==> config.mk <==
export PLATFORM = sky130hd
export DESIGN_NAME = locked_reg_access_ctrl
export DESIGN_NICKNAME = d
export VERILOG_FILES = /design/src/rtl/locked_reg_access_ctrl.sv
export SDC_FILE = /design/constraint.sdc
export NUM_CORES = 1
export LEC_CHECK = 0
export BUFFER_PORTS_ARGS = -buffer_cell sky130_fd_sc_hd__buf_2
export CORE_MARGIN = 4
export CORE_UTILIZATION = 44
export CTS_CLUSTER_DIAMETER = 40
export DETAILED_ROUTE_END_ITERATION = 8
export PLACE_DENSITY = 0.72
export SLEW_MARGIN = 20
export SYNTH_ARGS = -nofsm -noshare
export SYNTH_HDL_FRONTEND = slang
export SYNTH_SLANG_ARGS = --single-unit
export TNS_END_PERCENT = 1
==> constraint.sdc <==
create_clock -name Clk -period 3.6 [get_ports Clk]
set_input_delay 0 -clock Clk [delete_from_list [all_inputs] [get_ports Clk]]
set_output_delay 0 -clock Clk [all_outputs]
set_load 0.01 [all_outputs]
==> src/rtl/locked_reg_access_ctrl.sv <==
// Write-access controller for a bank of lockable configuration registers:
// round-robin arbitration of CPU/debug ports, sticky locks, scan blocking, debug override.
module locked_reg_access_ctrl #(
   parameter int NUM_REGS = 4,
   parameter int DATA_W   = 16,
   parameter int ADDR_W   = 2
) (
   input  logic                         Clk,
   input  logic                         reset,
   input  logic                         req0_valid,
   input  logic [ADDR_W-1:0]            req0_addr,
   input  logic [DATA_W-1:0]            req0_data,
   input  logic                         req0_lock,
   output logic                         req0_ready,
   output logic                         req0_resp_valid,
   output logic                         req0_resp_err,
   input  logic                         req1_valid,
   input  logic [ADDR_W-1:0]            req1_addr,
   input  logic [DATA_W-1:0]            req1_data,
   input  logic                         req1_lock,
   output logic                         req1_ready,
   output logic                         req1_resp_valid,
   output logic                         req1_resp_err,
   input  logic                         scan_mode,
   input  logic                         debug_unlocked,
   output logic [NUM_REGS*DATA_W-1:0]   reg_data,
   output logic [NUM_REGS-1:0]          lock_status
);

   typedef enum logic [1:0] {S_IDLE = 2'd0, S_EXEC = 2'd1, S_RESP = 2'd2} state_t;

   state_t              r_state;
   logic                r_ptr;
   logic                r_port;
   logic                r_lock;
   logic [ADDR_W-1:0]   r_addr;
   logic [DATA_W-1:0]   r_data;
   logic [DATA_W-1:0]   r_regs [NUM_REGS];
   logic [NUM_REGS-1:0] r_lock_st;
   logic                r_resp0_valid;
   logic                r_resp0_err;
   logic                r_resp1_valid;
   logic                r_resp1_err;

   logic                w_gnt_valid;
   logic                w_gnt_port;
   logic [NUM_REGS-1:0] w_hit;
   logic                w_err;

   // Grant selection; r_ptr holds the port favoured when both are requesting.
   always_comb begin
      w_gnt_valid = 1'b0;
      w_gnt_port  = 1'b0;
      if (r_state == S_IDLE) begin
         if (req0_valid && req1_valid) begin
            w_gnt_valid = 1'b1;
            w_gnt_port  = r_ptr;
         end else if (req0_valid) begin
            w_gnt_valid = 1'b1;
            w_gnt_port  = 1'b0;
         end else if (req1_valid) begin
            w_gnt_valid = 1'b1;
            w_gnt_port  = 1'b1;
         end else begin
            w_gnt_valid = 1'b0;
            w_gnt_port  = 1'b0;
         end
      end else begin
         w_gnt_valid = 1'b0;
         w_gnt_port  = 1'b0;
      end
   end

   assign req0_ready = w_gnt_valid & ~w_gnt_port;
   assign req1_ready = w_gnt_valid &  w_gnt_port;

   // Access check for the latched request; an address matching no register is out of range.
   always_comb begin
      w_hit = {NUM_REGS{1'b0}};
      for (int i = 0; i < NUM_REGS; i++) begin
         w_hit[i] = (r_addr == ADDR_W'(i));
      end
      w_err = scan_mode | ~(|w_hit) |
              ((|(w_hit & r_lock_st)) & ~(r_port & debug_unlocked));
   end

   // Request FSM, register bank, sticky locks and registered responses.
   always_ff @(posedge Clk or posedge reset) begin
      if (reset) begin
         r_state       <= S_IDLE;
         r_ptr         <= 1'b0;
         r_port        <= 1'b0;
         r_lock        <= 1'b0;
         r_addr        <= {ADDR_W{1'b0}};
         r_data        <= {DATA_W{1'b0}};
         r_lock_st     <= {NUM_REGS{1'b0}};
         r_resp0_valid <= 1'b0;
         r_resp0_err   <= 1'b0;
         r_resp1_valid <= 1'b0;
         r_resp1_err   <= 1'b0;
         for (int i = 0; i < NUM_REGS; i++) begin
            r_regs[i] <= {DATA_W{1'b0}};
         end
      end else begin
         case (r_state)
            S_IDLE: begin
               r_resp0_valid <= 1'b0;
               r_resp0_err   <= 1'b0;
               r_resp1_valid <= 1'b0;
               r_resp1_err   <= 1'b0;
               if (w_gnt_valid) begin
                  r_port  <= w_gnt_port;
                  r_addr  <= w_gnt_port ? req1_addr : req0_addr;
                  r_data  <= w_gnt_port ? req1_data : req0_data;
                  r_lock  <= w_gnt_port ? req1_lock : req0_lock;
                  r_ptr   <= ~w_gnt_port;
                  r_state <= S_EXEC;
               end
            end
            S_EXEC: begin
               if (!w_err) begin
                  for (int i = 0; i < NUM_REGS; i++) begin
                     if (w_hit[i]) begin
                        r_regs[i] <= r_data;
                        if (r_lock) begin
                           r_lock_st[i] <= 1'b1;
                        end
                     end
                  end
               end
               r_resp0_valid <= ~r_port;
               r_resp0_err   <= ~r_port & w_err;
               r_resp1_valid <= r_port;
               r_resp1_err   <= r_port & w_err;
               r_state       <= S_RESP;
            end
            S_RESP: begin
               r_resp0_valid <= 1'b0;
               r_resp0_err   <= 1'b0;
               r_resp1_valid <= 1'b0;
               r_resp1_err   <= 1'b0;
               r_state       <= S_IDLE;
            end
            default: begin
               r_resp0_valid <= 1'b0;
               r_resp0_err   <= 1'b0;
               r_resp1_valid <= 1'b0;
               r_resp1_err   <= 1'b0;
               r_state       <= S_IDLE;
            end
         endcase
      end
   end

   // Flatten the register bank onto the output bus.
   always_comb begin
      reg_data = {(NUM_REGS*DATA_W){1'b0}};
      for (int i = 0; i < NUM_REGS; i++) begin
         reg_data[i*DATA_W +: DATA_W] = r_regs[i];
      end
   end

   assign lock_status     = r_lock_st;
   assign req0_resp_valid = r_resp0_valid;
   assign req0_resp_err   = r_resp0_err;
   assign req1_resp_valid = r_resp1_valid;
   assign req1_resp_err   = r_resp1_err;

endmodule

; Word-level counts from Yosys, hierarchy flattened
; Index checks and enable logic that the tools add are counted.
[word_totals]
word_cells = 67
latchBits = 0
romBits = 0
out_inout_bits = 74
ff_bits = 95
ramBits = 0
n_memories = 0
[op_classes]
div_mod_pow = 0
n_reduce_logical = 14
n_eq_ne = 5
mul = 0
shift = 0
bitwise_logic = 14
n_addsub = 0
muxes = 16
magnitude_cmp = 0
[op_table]
columns = operator, n
row1 = $mux 16, 1
row2 = $reduce_and 4->1, 4
row3 = $mux 1, 12
row4 = $reduce_and 3->1, 4
row5 = $reduce_or 4->1, 2
row6 = $and 1x1->1, 6
row7 = $not 1->1, 5
row8 = $and 4x4->4, 1
row9 = $eq 2x1->1 const B, 2
row10 = $eq 2x2->1 const B, 2
row11 = $logic_not 2->1, 2
row12 = $mux 2, 2
row13 = $pmux 2 s2, 1
row14 = $ne 2x2->1 const B, 1
row15 = $or 1x1->1, 2
row16 = $reduce_and 2->1, 1
row17 = $logic_and 1x1->1, 1

; Depth between registers and ports, before layout
; Gate-level depths: netlist of the first run.
[depth]
depth_word = 7
depth_mapped = 5
ltp_nobuf = 3

; Worst setup path before layout of the first run
; Ideal clock, no wire load.
[synth_timing]
kind = reg2reg
from = reg r_state[1]
to = reg r_regs (netlist bit reg_data[10])
path_slack_ps = 1600
setup_time_ps = 125
stages_incl_launch_ff = 5
n_path_buf = 1
required_ps = 3475
t_arrival_ps = 1875
path_cell_list = dfrtp_1 > or3b_4 > a2111oi_4 > buf_6 > mux2_2
[synth_between]
elab_chain_len = 2
[synth_lines]
columns = element, line_no
row1 = "start, declared", 32  ; state_t r_state;
row2 = "start signal, assigned", 90  ; r_state <= S_IDLE;
row3 = "start signal, assigned", 117  ; r_state <= S_EXEC;
row4 = "start signal, assigned", 135  ; r_state <= S_RESP;
row5 = $eq 2x1->1, 105  ; case (r_state)
row6 = $reduce_and 3->1 (no line), n/a
row7 = "end signal, assigned by index", 102  ; r_regs[i] <= {DATA_W{1'b0}};
row8 = "end signal, assigned by index", 124  ; r_regs[i] <= r_data;
row9 = "end, declared", 38  ; logic [DATA_W-1:0] r_regs [NUM_REGS];
; Every way passes these cells.
; A chain may end at the register's enable or synchronous reset.

; Worst setup path after layout of the first run
[layout_timing]
from = reg r_state[1]
to = reg r_data[1]
[layout_between]
elab_chain_len = 3
[layout_lines]
columns = element, line_no
row1 = $logic_not 2->1 (*), "54, 105"
row2 = $mux 1, 54  ; if (r_state == S_IDLE) begin
row3 = $mux 16 or $reduce_and 2->1 (tied branches), n/a
row4 = "end signal, assigned", 95  ; r_data <= {DATA_W{1'b0}};
row5 = "end signal, assigned", 114  ; r_data <= w_gnt_port ? req1_data : req0_data;
row6 = "end, declared", 37  ; logic [DATA_W-1:0] r_data;
; Every way passes the cells marked *; elsewhere a longest branch is shown, timed or not.

==> metrics.md, run 1 <==
| Metric | Value |
|---|---|
| Distinct cells, synth | 29 |
| Setup violators final | 0 |
| Crit path largest cell delay | 0.84 ns |
| Setup crit start | r_state[1]$_DFFE_PP0P_ |
| Final Max Slew Viols | 0 |
| Die H | 101 um |
| Share of the synthesized area in the top cell type | 0.623 |
| Die ar. | roughly 0.010 sq mm |
| CP Class | flip-flop to flip-flop |
| Layout cell share with drive strength beyond 1 | 0.519 |
| Worst vdd ir | 0.000380 V |
| CTS tree | yes |
| DRC viols | 0 |
| Slew HR | 0.368 |
| Post-CTS setup-driven buffer insertion count | 0 |
| Hold Crit Class | input pin to flip-flop |
| P&R area growth vs syn | 36.4% |
| Worst path depth | 5 |
| # IOs | 118 |
| CP Capture Type | flip-flop |
| Clk slew on worst S/H paths | 0.09 ns |
| Clock latency on the worst-skew pair | between 0.3 and 0.4 ns |
| Worst setup path end | r_data[1]$_DFFE_PP0P_ |
| Setup Total Neg Slack | 0 ns |
| Commonest non-fill, non-tap cell in the layout | buf_2 |
| Post-synth top area cell | dfrtp_1 |
| Reg2reg setup slack | 0.99 ns |
| Synth Instances | 249 |
| Post-CTS Resized | 0 |
| Hpwl dp | about 6.5 mm |
| FF-to-FF End | r_data[1]$_DFFE_PP0P_ |
| Vias per cell | 5.37 |
| Largest net degree at the start of global routing | between 60 and 70 |
| CP delay by family, top | simple AND/OR/NAND/NOR gates |
| Status | finished, final reports clean |
| WP buf/inv | 2 |
| R2R cell count | 5 |
| Port Buffers | around 120 |
| Total CTS buffers | 9 |
| Drt wl/cell | 18.6 um |
| Fmax | ~380 MHz |
| Place WS | 1.26 ns |
| Rows | 33 |
| GRT Total Usage | 0.197 |
| Clk buf depth | 2 |
| Die Wd | 101 um |
| CTS Hold Buffers Added | 41 |
| Data arrival, critical path | 2.90 ns |
| Nets | 455 |
| Post-DRT Antenna Nets | 0 |
| Sequential share of the synthesized area | 0.623 |
| Leak pwr | approximately 2.6 nW |
| Ys Warns | 0 |
| Most frequent cells in the layout | buf_2 (117), dfrtp_1 (95), mux2_2 (65), dlygate4sd3_1 (41), a221o_1 (19) |
| Worst Path Required | 3.89 ns |
| CP startpoint kind | flip-flop |
| H-tree depth | 3 |
| Synthesized area per cell | 15.3 sq um |
| Pwr/cell area | 877 mW/mm^2 |
| Max capacitance violation total | 0 |
| Final wirelength | 9.73 mm |
| Worst Path Max Fanout | 22 |
| Mapped cell area | 0.00382 sq mm |
| Vias in the first global route | a little over 3000 |
| Period utilisation layout | 0.724 |
| CTS Root Cell | clkbuf_8 |
| Initial antenna violation count | 0 |
| Slew @ Worst Pin | around 0.95 ns |
| Net Count, Synth | approximately 290 |
| Clk_skew | 0.0130 ns |
| Worst path slowest cell | and3_1 |
| Starting Density | 0.458 |
| RSZ-0062 raised after global routing | false |
| TritonRoute pass-1 iters | 4 |
| Worst setup margin | 0.992 ns |
| Vias post-DR | 2801 |
| Critical path, cell by cell | nor2_1 -> buf_4 -> and3_1 -> a221o_1 -> dlygate4sd3_1 |
| Largest cells by area after synthesis | dfrtp_1 (62%), mux2_2 (19%), a221o_1 (5.0%), a21boi_0 (3.5%), a2111oi_4 (1.4%) |
| Gr ovfl total | 0 |
| Core Region | 0.00834 sq mm |
| First-pass GRT wire length | 15.4 mm |
| Clk sink count | 95 |
| DRT iter0 DRCs | 73 |
| Yosys reg bits | 95 |
| Worst r2r src | r_state[1]$_DFFE_PP0P_ |
| Routability cong. | just under 0.8 |
| Final critical-path required period | between 2 and 3 ns |
| Hold Fails Final Rpt | 0 |
-- worst min-delay path by stage --
stage                   startpoint                          to  slack, ns  cells past startpoint
finish              debug_unlocked  lock_status[2]$_DFFE_PP0P_       0.21                      4
floorplan                scan_mode     req0_resp_err$_DFF_PP0_       0.13                      1
detailed placement           reset    reg_data[28]$_DFFE_PP0P_       0.20                      2
global placement             reset    reg_data[60]$_DFFE_PP0P_       0.19                      2
CTS                 debug_unlocked  lock_status[2]$_DFFE_PP0P_       0.19                      4
global route        debug_unlocked  lock_status[2]$_DFFE_PP0P_       0.30                      4
-- synthesized netlist by cell type, drive strengths merged --
master / number
o21ai: 1
o21bai: 2
o211ai: 2
nand2b: 1
nor4b: 1
nor2: 1
mux2i: 1
or3b: 1
a31o: 2
nand2: 5
a221o: 19
a21o: 1
o21ba: 1
inv: 3
and4bb: 1
a21oi: 2
and2: 2
clkbuf: 9
nor2b: 3
o21a: 2
a21boi: 18
buf: 5
mux2: 65
and3: 2
dfrtp: 95
mux4: 1
a2111oi: 2
or2: 1
-- power by group --
part	internal, mW	switching, mW	total, mW
clock network	0.556	0.379	0.935
logic	0.967	0.758	1.72
registers	1.54	0.372	1.91
-- metal layers --
metal  global-route usage  wire, um
met5                    0         0
met4               0.0859       296
met3               0.0434       437
met2                0.335      4920
met1                0.241      4070
-- per-stage QoR --
| step | total power, mW | std cells | cell area, sq um | util | hold WS, ns |
|---|---|---|---|---|---|
| 6_report | 4.57 | 522 | 5210 | 0.624 | 0.212 |
| 5_1_grt | 4.84 | 521 | 5200 | 0.624 | 0.303 |
| 4_1_cts | 4.59 | 521 | 5200 | 0.624 | 0.194 |
| 3_5_place_dp | 3.43 | 464 | 4520 | 0.542 | 0.200 |
| 3_3_place_gp | 3.38 | 464 | 4520 | 0.542 | 0.189 |
| 2_1_floorplan | 2.79 | 249 | 3820 | - | 0.131 |
-- layout make-up --
class / instances / area [sq um]
Sequential cell: 95 / 2380
Clock inverter: 6 / 138
Clock buffer: 10 / 138
Tap cell: 105 / 131
Multi-Input combinational cell: 137 / 1360
Antenna cell: 1 / 2.50
Inverter: 3 / 13.8
Timing Repair Buffer: 165 / 1050
Fill cell: 670 / 3130
-- kinds of logic after synthesis --
logic type | Yosys count | synth area share
AO/OA/AOI/OAI | 52 | 0.125
buffers and inverters | 17 | 0.0216
flip-flops | 95 | 0.623
multiplexers | 67 | 0.200
AND/OR/NAND/NOR | 18 | 0.0308
-- worst register-to-register path: cells and delay by family (launching register included) --
kind / cells / cell delay (ns)
AND/OR/NAND/NOR: 2 / 0.95
buffers and inverters: 2 / 0.85
flip-flops: 1 / 0.44
AO/OA/AOI/OAI: 1 / 0.30
-- sequential cells by signal (all words and copies together) (netlist names), 2 cells and up --
register / flops
r_state: 2
lock_status: 4
r_addr: 2
r_data: 16
reg_data: 64
Note: power is estimated with default switching activity, not from simulation.
==> run 2: changes to the inputs <==
--- a/config.mk
+++ b/config.mk
@@ -5,6 +5,7 @@
 export SDC_FILE = /design/constraint.sdc
 export NUM_CORES = 1
 export LEC_CHECK = 0
+export ABC_AREA = 1
 export BUFFER_PORTS_ARGS = -buffer_cell sky130_fd_sc_hd__buf_2
 export CORE_MARGIN = 4
 export CORE_UTILIZATION = 44
==> constraint.sdc (replaced) <==
create_clock -name Clk -period 2.5 [get_ports Clk]
set_input_delay 0 -clock Clk [delete_from_list [all_inputs] [get_ports Clk]]
set_output_delay 0 -clock Clk [all_outputs]
set_load 0.01 [all_outputs]
==> run 2 against run 1 <==
  * Highest routed layer unchanged
  * Setup slack got worse by 0.83 ns
  * First-iteration DRC count grew to 3.4 times the previous value
  * Sequential share of layout area down 0.67 points
  * Critical path depth grew 1
==> metrics.md, run 2 <==
| Metric | Value |
|---|---|
| Status | finished, final reports clean |
| CP Capture Type | flip-flop |
| Setup Total Neg Slack | 0 ns |
| Leak pwr | 2.88 nW |
| Number of enable flip-flop cells after synthesis | 0 |
| Slew @ Worst Pin | 0.672 ns |
| Final wirelength | 11.5 mm |
| Hold Crit Class | input pin to flip-flop |
| Mapped cell area | 0.00401 sq mm |
| Data arrival, critical path | around 2.6 ns |
| Crit path largest cell delay | around 0.56 ns |
| FF-to-FF End | r_data[2]$_DFFE_PP0P_ |
| Post-synth top area cell | dfrtp_1 |
| Initial antenna violation count | 0 |
| Worst r2r src | r_state[0]$_DFFE_PP0P_ |
| Final Max Slew Viols | 0 |
| CP Class | flip-flop to flip-flop |
| Layer with the highest usage | met2 |
| Vias in the first global route | 3758 |
| Met1 usage | 0.324 |
| P&R area growth vs syn | 31.6% |
| Synth cell count leaders | nand2_1 (184), dfrtp_1 (95), nand4_1 (68) |
| Synth Instances | 433 |
| Diode count | 0 |
| Vias post-DR | 3696 |
| Post-synth top flop | dfrtp_1 |
| H-tree depth | 3 |
| Nets | 630 |
| Clock latency on the worst-skew pair | 0.35 ns |
| Synthesized area per cell | slightly above 9 sq um |
| Rows | 34 |
| WHS Endpoint | lock_status[3]$_DFFE_PP0P_ |
| Total CTS buffers | 9 |
| CTS Root Cell | clkbuf_8 |
| Share of the synthesized area in the top cell type | 0.592 |
| Routability cong. | 0.818 |
| Total power | 6.50 mW |
| Clk sink count | between 90 and 100 |
| Drt wl/cell | ~16 um |
| Worst Path Max Fanout | 17 |
| R2R cell count | 6 |
| Clk slew on worst S/H paths | 0.09 ns |
| Period utilisation layout | 0.936 |
| Yosys reg bits | 95 |
| Placed Cells | about 640 |
| Ys async rst share | 1.00 |
| Hold slack | approximately 0.18 ns |
| Hpwl dp | 7.72 mm |
| Largest net degree at the start of global routing | 54 |
| Post-CTS setup-driven buffer insertion count | 0 |
| # IOs | approximately 120 |
| Final critical-path required period | 2.34 ns |
| GR Layer Usage met2 | 0.339 |
| DRC viols | 0 |
| Worst Path Required | 2.74 ns |
| Die ar. | 0.0107 sq mm |
| Sequential share of the synthesized area | 0.592 |
| Critical path, cell by cell | or2_2 -> nor2_2 -> clkinvlp_4 -> a22oi_1 -> nand2_1 -> dlygate4sd3_1 |
| Worst hold start | scan_mode |
| Starting Density | 0.456 |
| CTS tree | yes |
| Die Wd | 104 um |
| Distinct cells, synth | 21 |
| Place WS | 0.547 ns |
| Setup violators final | 0 |
| Pwr/cell area | 1230 mW/mm^2 |
| RSZ-0062 raised after global routing | false |
| Post-DP Area | 0.00469 sq mm |
| Most frequent cells in the layout | nand2_1 (184), buf_2 (117), dfrtp_1 (95), nand4_1 (68), dlygate4sd3_1 (42) |
| Commonest non-fill, non-tap cell in the layout | nand2_1 |
| Die H | 104 um |
| DRT iter0 DRCs | 250 |
| Clk_skew | 0.00915 ns |
| CP startpoint kind | flip-flop |
| Port Buffers | 117 |
| Vias per cell | 5.29 |
| Worst setup margin | 0.160 ns |
| Met3 Usage GRT | 0.0460 |
| TritonRoute pass-1 iters | 4 |
| Net Count, Synth | 477 |
| Top-count cell post-synth | nand2_1 |
| Util after Layout | 0.600 |
| Reg2reg setup slack | between 0.15 and 0.2 ns |
| Hold Fails Final Rpt | 0 |
| Max capacitance violation total | 0 |
| Largest cells by area after synthesis | dfrtp_1 (59%), nand2_1 (17%), nand4_1 (11%), a22oi_1 (1.9%), buf_2 (1.9%) |
| Non-filler cells, final | 699 |
| Ys Warns | 0 |
| Clk buf depth | 2 |
| GRT Total Usage | 0.224 |
| Fmax | 427 MHz |
| Gr ovfl total | 0 |
| Worst Hold Path Cells | 4 |
| Fin area | 0.00528 sq mm |
| First-pass GRT wire length | ~20 mm |
| Worst path slowest cell | dlygate4sd3_1 |
| Worst vdd ir | ~0.00057 V |
| Core Region | between 0.008 and 0.009 sq mm |
| Post-DRT Antenna Nets | 0 |
| Max reg flops | 64 |
| Slew HR | 0.550 |
| Layout cell share with drive strength beyond 1 | 0.267 |
run 2: changes by cell type in the layout (fill, tap and decap cells not counted), moves of 4 or more:
cell / previous run / this run
nand2_1: 5 / 184
bufinv_16: 4 / 0
mux2_2: 65 / 0
nor2_1: 1 / 6
a21boi_0: 18 / 0
a221o_1: 19 / 0
inv_1: 2 / 10
a22oi_1: 0 / 10
nand3_4: 0 / 4
nor3_2: 0 / 4
nand4_1: 0 / 68
clkinvlp_4: 0 / 6
nand3_1: 0 / 11
run 2: repair_timing:
action                                  in CTS  in global routing
endpoints found under the hold margin       63                  0
hold buffers                                42                  0
resized for setup                            0                  2
endpoints found under the setup margin       0                 13
run 2: worst max path at each step:
stage	end	slack [ns]	cells past startpoint	startpoint
floorplan	lock_status[0]$_DFFE_PP0P_	0.02	1	reset
global placement	reg_data[56]$_DFFE_PP0P_	0.65	7	r_addr[0]$_DFFE_PP0P_
detailed placement	reg_data[54]$_DFFE_PP0P_	0.55	7	r_addr[0]$_DFFE_PP0P_
CTS	r_data[5]$_DFFE_PP0P_	0.11	6	r_state[0]$_DFFE_PP0P_
global route	r_data[2]$_DFFE_PP0P_	0.02	6	r_state[0]$_DFFE_PP0P_
finish	r_data[2]$_DFFE_PP0P_	0.16	6	r_state[0]$_DFFE_PP0P_
run 2: layout make-up:
cell class,count,area (sq um)
Fill cell,758,3520
Sequential cell,95,2380
Multi-Input combinational cell,295,1440
Timing Repair Buffer,169,1090
Tap cell,108,135
Clock buffer,11,131
Inverter,16,70.1
Clock inverter,5,35.0
run 2: routing by layer:
layer	part of all wire	vias up
met1	0.43	1745
met4	0.019	0
li1	-	1764
met3	0.086	22
met5	0	-
met2	0.47	165
run 2: report_power, final:
part / leakage, nW / switching (mW) / total [mW] / internal, mW
Sequential: 1.21 / 0.666 / 2.88 / 2.21
Clock: 0.0716 / 0.532 / 0.893 / 0.361
Combinational: 1.60 / 1.58 / 2.72 / 1.14
Total: 2.88 / 2.78 / 6.50 / 3.72
run 2: critical path: cells and delay by family, from the launching register on:
kind / cells / cell delay (ns)
DFF: 1 / 0.39
AOI/OAI and AO/OA: 1 / 0.25
buffers and inverters: 2 / 0.92
and+or+nand+nor: 3 / 0.67
run 2: kinds of logic (layout without fill, tap and decap cells):
logic type / Yosys count / in the layout / synth area share
compound gates: 15 / 15 / 0.0296
buf+inv: 43 / 201 / 0.0486
flops: 95 / 95 / 0.592
simple gates: 280 / 280 / 0.329
==> run 3: changes to the inputs <==
--- a/config.mk
+++ b/config.mk
@@ -12,6 +12,7 @@
 export CTS_CLUSTER_DIAMETER = 40
 export DETAILED_ROUTE_END_ITERATION = 8
 export PLACE_DENSITY = 0.72
+export RECOVER_POWER = 50
 export SLEW_MARGIN = 20
 export SYNTH_ARGS = -nofsm -noshare
 export SYNTH_HDL_FRONTEND = slang
==> run 3 against run 2 <==
  * The flow now finishes with violations (max-capacitance violations, max-slew violations)
  * Count of clock-buffer cells in the layout unchanged
  * Via count increased by 0.78%
  * Register-to-register slack about the same
  * Worst hold slack improved by 0.0077 ns
  * Largest cell class unchanged
==> metrics.md, run 3 (synthesized netlist as in run 2, its figures left out) <==
| Metric | Value |
|---|---|
| GRT Total Usage | 0.224 |
| Port Buffers | 117 |
| H-tree depth | 3 |
| Vias post-DR | 3725 |
| Hold Crit Class | input pin to flip-flop |
| Reg2reg setup slack | 0.15 ns |
| P&R area growth vs syn | 29.3% |
| First-pass GRT wire length | ~20 mm |
| CTS Root Cell | clkbuf_8 |
| Worst hold start | scan_mode |
| Final wirelength | 11.6 mm |
| Hold Fails Final Rpt | 0 |
| Clk slew on worst S/H paths | 0.09 ns |
| Placed Cells | 641 |
| Vias per cell | 5.33 |
| Commonest non-fill, non-tap cell in the layout | nand2_1 |
| DRT iter0 DRCs | 245 |
| Max capacitance violation total | 1 |
| Diode count | 0 |
| Final critical-path required period | 2.35 ns |
| Drt wl/cell | 16.6 um |
| Worst Path Max Fanout | 17 |
| Max reg flops | 64 |
| RSZ-0062 raised after global routing | false |
| Largest net degree at the start of global routing | 54 |
| Setup violators final | 0 |
| Worst Path Required | about 2.7 ns |
| Starting Density | 0.456 |
| Core Region | 0.00881 sq mm |
| Worst r2r src | r_state[0]$_DFFE_PP0P_ |
| Clk buf depth | 2 |
| Routed wl met2 | 5.30 mm |
| Die Wd | 104 um |
| Clk_skew | 0.00761 ns |
| Slew HR | -0.0993 |
| Met3 WL | 842 um |
| CP Capture Type | flip-flop |
| Setup Total Neg Slack | 0 ns |
| Non-filler cells, final | 699 |
| CTS tree | yes |
| Nets | 630 |
| DRC viols | 0 |
| R2R cell count | 6 |
| Final Max Slew Viols | 43 |
| FF-to-FF End | r_data[2]$_DFFE_PP0P_ |
| Clock latency on the worst-skew pair | 0.36 ns |
| Slew @ Worst Pin | 1.65 ns |
| Post-DRT Antenna Nets | 0 |
| Routability cong. | 0.818 |
| TritonRoute pass-1 iters | 6 |
| Die ar. | 0.0107 sq mm |
| Die H | 104 um |
| Hold slack | 0.190 ns |
| Met1 Routed Length | approximately 5.3 mm |
| Highest Signal Layer | met4 |
| Vias in the first global route | 3758 |
| Layout cell share with drive strength beyond 1 | 0.144 |
| CP Class | flip-flop to flip-flop |
| CP startpoint kind | flip-flop |
| Filler Cell Count | 808 |
| Initial antenna violation count | 0 |
| WHS Endpoint | lock_status[3]$_DFFE_PP0P_ |
| Most frequent cells in the layout | nand2_1 (184), dfrtp_1 (95), clkbuf_1 (74), nand4_1 (68), buf_2 (45) |
| Failing checks | max-capacitance violations, max-slew violations |
| Period utilisation layout | 0.940 |
| Fin area | about 0.0052 sq mm |
| Post-DP Area | 0.00469 sq mm |
| Clk sink count | 95 |
| Leak pwr | 2.62 nW |
| # IOs | 118 |
| Fmax | 426 MHz |
| Data arrival, critical path | 2.59 ns |
| Gr ovfl total | 0 |
| Status | complete, but fails checks |
| Pwr/cell area | 1230 mW/mm^2 |
| Worst vdd ir | between 0.0005 and 0.0006 V |
| Total CTS buffers | 9 |
| Worst Hold Path Cells | 4 |
| Rows | 34 |
| Hpwl dp | 7.72 mm |
## run 3: what timing repair did
item	in CTS	in global routing
hold buffers	42	0
resized for setup	0	2
buffers inserted	0	0
endpoints found under the hold margin	63	0
endpoints found under the setup margin	0	13
## run 3: critical path: stages (launching register included)
cell           delay (ns)
dfrtp_1              0.39
or2_2                0.32
nor2_2               0.28
clkinvlp_4           0.36
a22oi_1              0.25
nand2_1              0.07
dlygate4sd3_1        0.56
## run 3: worst max path at each step
| stage | start | to | slack, ns | cells past startpoint |
|---|---|---|---|---|
| floorplan | reset | lock_status[0]$_DFFE_PP0P_ | 0.02 | 1 |
| global placement | r_addr[0]$_DFFE_PP0P_ | reg_data[56]$_DFFE_PP0P_ | 0.65 | 7 |
| detailed placement | r_addr[0]$_DFFE_PP0P_ | reg_data[54]$_DFFE_PP0P_ | 0.55 | 7 |
| CTS | r_state[0]$_DFFE_PP0P_ | r_data[5]$_DFFE_PP0P_ | 0.11 | 6 |
| global route | r_state[0]$_DFFE_PP0P_ | r_data[2]$_DFFE_PP0P_ | 0.02 | 6 |
| finish | r_state[0]$_DFFE_PP0P_ | r_data[2]$_DFFE_PP0P_ | 0.15 | 6 |
## run 3: area by class of cell
class / count / area, sq um / share of cell area
Timing Repair Buffer: 169 / 1000 / 0.193
Sequential cell: 95 / 2380 / 0.458
Clock inverter: 5 / 35.0 / 0.00675
Multi-Input combinational cell: 295 / 1440 / 0.278
Tap cell: 108 / 135 / 0.0260
Clock buffer: 11 / 131 / 0.0253
Inverter: 16 / 67.6 / 0.0130
## run 3: per-layer routing
layer / GRT usage / vias to the layer above
met5: 0 / -
met4: 0.0760 / 0
met3: 0.0460 / 24
met1: 0.324 / 1781
li1: - / 1766
met2: 0.339 / 154
## run 3: through the flow
step / power (mW) / setup WS (ns) / util
detailed placement: 5.29 / 0.547 / 0.533
global placement: 5.19 / 0.647 / 0.533
floorplan: 4.23 / 0.0230 / -
CTS: 6.48 / 0.105 / 0.599
finish: 6.39 / 0.150 / 0.590
global route: 6.85 / 0.0170 / 0.590
## run 3: where the power goes
part / total, mW / internal (mW) / switching (mW)
registers: 2.90 / 2.21 / 0.687
logic: 2.60 / 1.01 / 1.59
clock network: 0.895 / 0.361 / 0.534
